--- src/rtl/uart_rx_deframer.sv ---
// uart_rx_deframer
// Receives 8N1 serial bytes from an asynchronous pin. Each byte goes out on a
// valid/ready interface. Framing errors and overruns are flagged with
// one-cycle pulses.
//
//  state | meaning
//  ------+---------------------------------------------------------------
//  IDLE  | line idle, waiting for a falling edge on the synchronized rxd
//  START | timing half a bit to confirm the start bit (rejects glitches)
//  DATA  | sampling 8 data bits, LSB first, one per bit period
//  STOP  | sampling the stop bit; a good stop delivers the byte
//  BREAK | stop bit was 0; waiting for the line to return high
module uart_rx_deframer #(
    parameter int CLKS_PER_BIT = 347,
    parameter int SYNC_STAGES  = 2
) (
    input  logic       clk,
    input  logic       rst,
    input  logic       usb_rs232_rxd,
    output logic [7:0] rx_data,
    output logic       rx_valid,
    input  logic       rx_ready,
    output logic       frame_err,
    output logic       overrun_err,
    output logic       rx_busy
);

    localparam int CW = (CLKS_PER_BIT > 1) ? $clog2(CLKS_PER_BIT) : 1;
    localparam logic [CW-1:0] MID  = CW'(CLKS_PER_BIT / 2);
    localparam logic [CW-1:0] LAST = CW'(CLKS_PER_BIT - 1);

    typedef enum logic [2:0] {
        ST_IDLE  = 3'd0,
        ST_START = 3'd1,
        ST_DATA  = 3'd2,
        ST_STOP  = 3'd3,
        ST_BREAK = 3'd4
    } state_t;

    logic [SYNC_STAGES-1:0] r_sync;
    logic                   w_rxd_s;

    state_t     r_state, w_state_nxt;
    logic [CW-1:0] r_cnt, w_cnt_nxt;
    logic [2:0] r_bit_idx, w_bit_idx_nxt;
    logic [7:0] r_shift, w_shift_nxt;
    logic       w_load;
    logic       w_frame_bad;

    // Pin synchronizer; resets to the idle-high line level so reset never fakes a start bit.
    always_ff @(posedge clk or negedge rst) begin
        if (!rst) begin
            r_sync <= '1;
        end else begin
            r_sync <= {r_sync[SYNC_STAGES-2:0], usb_rs232_rxd};
        end
    end

    assign w_rxd_s = r_sync[SYNC_STAGES-1];

    // State, bit-timing counter, bit index and shift register.
    always_ff @(posedge clk or negedge rst) begin
        if (!rst) begin
            r_state   <= ST_IDLE;
            r_cnt     <= '0;
            r_bit_idx <= '0;
            r_shift   <= '0;
        end else begin
            r_state   <= w_state_nxt;
            r_cnt     <= w_cnt_nxt;
            r_bit_idx <= w_bit_idx_nxt;
            r_shift   <= w_shift_nxt;
        end
    end

    // Next-state logic. The counter free-runs and is cleared at each sample point.
    always_comb begin
        w_state_nxt   = r_state;
        w_cnt_nxt     = r_cnt + 1'b1;
        w_bit_idx_nxt = r_bit_idx;
        w_shift_nxt   = r_shift;
        w_load        = 1'b0;
        w_frame_bad   = 1'b0;
        unique case (r_state)
            ST_IDLE: begin
                w_cnt_nxt = '0;
                if (!w_rxd_s) begin
                    w_state_nxt = ST_START;
                end
            end
            ST_START: begin
                if (r_cnt == MID) begin
                    w_cnt_nxt     = '0;
                    w_bit_idx_nxt = '0;
                    w_state_nxt   = w_rxd_s ? ST_IDLE : ST_DATA;
                end
            end
            ST_DATA: begin
                if (r_cnt == LAST) begin
                    w_cnt_nxt     = '0;
                    w_shift_nxt   = {w_rxd_s, r_shift[7:1]};
                    w_bit_idx_nxt = r_bit_idx + 1'b1;
                    if (r_bit_idx == 3'd7) begin
                        w_state_nxt = ST_STOP;
                    end
                end
            end
            ST_STOP: begin
                if (r_cnt == LAST) begin
                    w_cnt_nxt = '0;
                    if (w_rxd_s) begin
                        w_load      = 1'b1;
                        w_state_nxt = ST_IDLE;
                    end else begin
                        w_frame_bad = 1'b1;
                        w_state_nxt = ST_BREAK;
                    end
                end
            end
            ST_BREAK: begin
                w_cnt_nxt = '0;
                if (w_rxd_s) begin
                    w_state_nxt = ST_IDLE;
                end
            end
            default: begin
                w_cnt_nxt   = '0;
                w_state_nxt = ST_IDLE;
            end
        endcase
    end

    // Output holding register and handshake. A new byte always wins over a pending one.
    always_ff @(posedge clk or negedge rst) begin
        if (!rst) begin
            rx_data     <= '0;
            rx_valid    <= 1'b0;
            overrun_err <= 1'b0;
            frame_err   <= 1'b0;
        end else begin
            frame_err <= w_frame_bad;
            if (w_load) begin
                rx_data     <= r_shift;
                rx_valid    <= 1'b1;
                overrun_err <= rx_valid & ~rx_ready;
            end else begin
                overrun_err <= 1'b0;
                if (rx_valid && rx_ready) begin
                    rx_valid <= 1'b0;
                end
            end
        end
    end

    assign rx_busy = (r_state != ST_IDLE);

endmodule

--- config.mk ---
export PLATFORM = sky130hd
export DESIGN_NAME = uart_rx_deframer
export DESIGN_NICKNAME = d
export VERILOG_FILES = /design/src/rtl/uart_rx_deframer.sv
export SDC_FILE = /design/constraint.sdc
export NUM_CORES = 1
export LEC_CHECK = 0
export CAP_MARGIN = 10
export CELL_PAD_IN_SITES_DETAIL_PLACEMENT = 2
export CELL_PAD_IN_SITES_GLOBAL_PLACEMENT = 2
export CORE_ASPECT_RATIO = 1.25
export CORE_MARGIN = 4
export CORE_UTILIZATION = 41
export DETAILED_ROUTE_END_ITERATION = 7
export GPL_ROUTABILITY_DRIVEN = 0
export PLACE_DENSITY_LB_ADDON = 0.1
export SETUP_SLACK_MARGIN = 0.02
export SLEW_MARGIN = 25
export SYNTH_ARGS = -nofsm -noshare
export SYNTH_HDL_FRONTEND = slang
export SYNTH_SLANG_ARGS = --single-unit
--- constraint.sdc ---
create_clock -name clk -period 3.8 [get_ports clk]
set_input_delay 0.38 -clock clk [delete_from_list [all_inputs] [get_ports clk]]
set_output_delay 0.38 -clock clk [all_outputs]
set_load 0.02 [all_outputs]
## Yosys cells after proc, flatten, opt, wreduce, memory -nomap -nowiden

Cells that the tools add are included.

- Bits in read-only memories: 0
- Latch bits: 0
- Output and inout port bits: 12
- Flip-flop bits (word level): 36
- Memory bits (writable): 0
- Word-level logic and storage cells: 59
- Memories: 0

- Reduce and logical (&&, ||, !) cells: 9
- Divide/modulo/power cells: 0
- Add/sub/neg operators: 2
- Multiplexer cells: 24
- Equal/unequal tests: 13
- Bitwise logic cells: 2
- Shifts and indexed selects: 0
- $lt $le $gt $ge: 0
- $mul: 0

Operator list:

| operator | number |
|---|---|
| $mux 3 | 9 |
| $mux 9 | 2 |
| $pmux 9 s2 | 1 |
| $pmux 3 s5 | 1 |
| $ne 2x2->1 const B | 6 |
| $add 9x1->9 const B | 1 |
| $eq 9x8->1 const B | 1 |
| $eq 9x9->1 const B | 1 |
| $mux 1 | 9 |
| $eq 3x2->1 const B | 2 |
| $eq 3x3->1 const B | 2 |
| $pmux 3 s2 | 1 |
| $reduce_and 6->1 | 1 |
| $reduce_bool 2->1 | 2 |
| $add 3x1->3 const B | 1 |
| $eq 3x1->1 const B | 1 |
| $logic_not 3->1 | 1 |
| $reduce_and 3->1 | 1 |
| $reduce_bool 3->1 | 1 |
| $mux 2 | 1 |
| $reduce_and 2->1 | 1 |
| $reduce_or 2->1 | 1 |
| $and 1x1->1 | 1 |
| $logic_and 1x1->1 | 1 |
| $not 1->1 | 1 |

## Logic depth before layout (Yosys ltp)

- Word-level depth: 4
- Depth in mapped cells: 6
- Gate-level depth less buffers: 6

## Worst setup path before layout

Ideal clock, no wire load.

- Kind: reg-to-reg
- Start point: register r_cnt[0]
- End point: register rx_data[0]
- Cell stages (with the launch flop): 7
- Data required time: 3.675 ns
- Path slack: 2.030 ns
- Arrival time: 1.645 ns
- Period minus slack after synthesis: 1.770 ns
- Path buffers: 0
- Library setup time: 0.125 ns
- Cell sequence: dfrtp_1 inv_1 ha_1 and4b_2 nand2_4 nor3_4 mux2_2

- Longest elaborated chain between the ends: 3

Ends and longest elaborated chain:

| item | RTL line | text |
|---|---|---|
| from (decl) | 44 | `logic [CW-1:0] r_cnt, w_cnt_nxt;` |
| from (signal assigned) | 70 | `r_cnt <= w_cnt_nxt;` |
| $eq 9x9->1 | 109 | `if (r_cnt == LAST) begin` |
| $mux 1 | 109 |  |
| $mux 1 | 84 | `unique case (r_state)` |
| to (signal assigned) | 143 | `rx_data <= r_shift;` |
| to (decl) | 20 | `output logic [7:0] rx_data,` |

Every way passes these cells.
A chain may end at the register's enable or synchronous reset.

## Final worst setup path

- Start point: register r_state[0]
- End point: output rx_busy

- Longest elaborated chain between the ends: 1

Ends and longest elaborated chain:

| item | RTL line | text |
|---|---|---|
| from (decl) | 43 | `state_t r_state, w_state_nxt;` |
| from (signal assigned) | 69 | `r_state <= w_state_nxt;` |
| $reduce_bool 3->1 | 155 | `assign rx_busy = (r_state != ST_IDLE);` |
| to (decl) | 25 | `output logic rx_busy` |

Every way passes these cells.

==> results.json <==
{
  "vias": 1028,
  "overflow": 0,
  "drv_slew": 0,
  "p_per_area_mw_per_mm2": 345.8,
  "ys_warn_count": 0,
  "fin_setup_tns_ns": 0,
  "synth_edf_count": 0,
  "ys_ff_latch": 36,
  "cp_max_fo": 11,
  "dp_hpwl_um": 2494,
  "synthCells": 125,
  "synth_fp_nets": 134,
  "cts_setup_buffers": 0,
  "wl_per_cell_um": 17.30,
  "drive_gt1_frac": 0.2381,
  "post_cts_resized": 0,
  "fin_crit_ns": 2.137,
  "avgViaCountPerCell": 5.114,
  "worstRegToRegCells": 6,
  "rows": 25,
  "diodes": 0,
  "ant_nets": 0,
  "grt_pass1_vias": 1260,
  "io_pins": 16,
  "r2r_end": "rx_data[0]",
  "avgSynthCellArea_um2": 12.82,
  "maxSlewHeadroom": 0.6437,
  "synth_ff_type": "dfrtp_1",
  "holdPathStages": 0,
  "place_inst": 193,
  "cts_tree": "built",
  "final_cells": 201,
  "die_h_um": 77.91,
  "drv_cap": 0,
  "synth.distinct_cells": 32,
  "ir_worst_vdd_mv": 0.1789,
  "die_area_mm2": 0.004980,
  "required_ns": 3.42,
  "setup_viol": 0,
  "clk_pin_slew_worst_paths_ns": 0.07,
  "cts_num_sinks": 36,
  "ys_seq_area_frac": 0.5636,
  "min_path_type": "reg -> reg",
  "fin_worst_skew_ns": 0.008882,
  "cts_buffer_depth": 2,
  "port-buffer-count": 15,
  "drt_iter0_markers": 41,
  "rrSetupSlack_ns": 1.81,
  "p_leak_uw": 0.0009188,
  "wirelength_um": 3478,
  "synth_area_mm2": 0.001603,
  "timing.rr.start": "r_cnt[0]",
  "cp-end-kind": "primary output",
  "worstPathArrival_ns": 1.76,
  "initial_core_util": 0.4235,
  "drt_first_pass_iters": 4,
  "hold_end": "r_sync[1]",
  "start_kind": "flop",
  "core_area_mm2": 0.003785,
  "synthArstFlopShare": 1.000,
  "root_buffer": "clkbuf_8",
  "drc": 0,
  "h-tree-depth": 2,
  "worstSkewPairLatency_ns": 0.29,
  "layout.nets": 155,
  "postCtsHoldBufs": 0,
  "die_w_um": 63.93,
  "outcome": "finished, final reports clean",
  "crit_type": "reg -> out",
  "antenna_found_initial": 0,
  "max_freq_mhz": 467.9,
  "worstHoldStart": "r_sync[0]",
  "tightest_slew_ns": 0.5344,
  "cts_buffers": 5,
  "hold_viol": 0,
  "grt_max_degree": 37,
  "area_growth_pct": 18.58,
  "fin_crit_sh": 0.5624,
  "grtUsageTotal": 0.1689,
  "grt_pass1_wl_um": 6272,
  "rsz0062_at_grt": "no"
}
[worst max-delay path by stage]
stage                          start  slack [ns]          to  cells after the start
after global routing      r_state[0]        1.59     rx_busy                      2
after floorplan             r_cnt[0]        2.03  rx_data[0]                      6
after detailed placement    r_cnt[0]        1.77  rx_data[0]                      6
after CTS                 r_state[0]        1.64     rx_busy                      2
after global placement      r_cnt[0]        1.88  rx_data[1]                      6
final                     r_state[0]        1.66     rx_busy                      2
[Yosys cell counts (3+ instances only)]
cell type	instances	area share
nor3_1	4	0.012
nand3_1	5	0.016
a21oi_1	3	0.0094
xor2_1	3	0.016
xnor2_1	4	0.022
mux2_2	17	0.12
dfrtp_1	34	0.53
nand2_1	6	0.014
nor2_1	13	0.030
ha_1	5	0.039
[sequential cells by signal (all words and copies together), names as in the netlist]
signal	count
overrun_err	1
r_sync	2
r_shift	8
rx_valid	1
r_cnt	9
frame_err	1
rx_data	8
r_bit_idx	3
r_state	3
[layer usage]
metal / global-route usage / vias to the layer above / share of wire
met5: 0 / - / 0
met4: 0.07127 / 0 / 0.013
met3: 0.05210 / 5 / 0.030
met2: 0.2978 / 19 / 0.55
met1: 0.1840 / 525 / 0.41
li1: - / 479 / -
[final cells by class]
type | count | area [um^2]
Fill cell | 379 | 1884
Clock buffer | 7 | 76.32
Multi-Input combinational cell | 85 | 683.2
Sequential cell | 36 | 903.4
Timing Repair Buffer | 16 | 157.7
Tap cell | 54 | 67.56
Clock inverter | 1 | 5.005
Inverter | 2 | 7.507
[stage by stage]
step / area, um^2 / util / hold slack (ns) / setup slack (ns) / total power, uW
4_1_cts: 1901 / 0.5021 / 0.3591 / 1.641 / 671.2
2_1_floorplan: 1603 / - / 0.08441 / 2.030 / 394.5
3_5_place_dp: 1819 / 0.4807 / 0.3493 / 1.767 / 406.9
6_report: 1901 / 0.5021 / 0.3581 / 1.663 / 657.3
3_3_place_gp: 1819 / 0.4807 / 0.3499 / 1.883 / 406.1
5_1_grt: 1901 / 0.5021 / 0.3655 / 1.593 / 697.5
[logic make-up after synthesis]
logic type	synth area share
and+or+nand+nor	0.1819
DFF	0.5636
muxes	0.1288
AOI/OAI and AO/OA	0.03825
xor gates and xnor gates	0.03825
adders and majority gates	0.03903
buffers and inverters	0.01014
[critical path, cell delays in order, from the launching register on]
cell and delay, ns:
dfrtp_1 0.50, or3_1 0.41, clkdlybuf4s50_1 0.55
[cell usage in the layout (no fill, tap or decap), types with 3 or more instances in the layout]
master / n
nand2_1: 6
dfrtp_1: 34
ha_1: 5
mux2_2: 17
clkbuf_8: 5
xor2_1: 3
a21oi_1: 3
clkdlybuf4s50_1: 15
xnor2_1: 4
nand3_1: 5
nor3_1: 4
nor2_1: 13
[power breakdown]
part | internal, uW | leakage (uW) | switching (uW)
clock | 128 | 0.0000422 | 130
sequential | 385 | 0.000481 | 1.41
combinational | 4.03 | 0.000395 | 8.55
total | 518 | 0.000919 | 140
No activity file was read; power rests on OpenSTA's default activity.
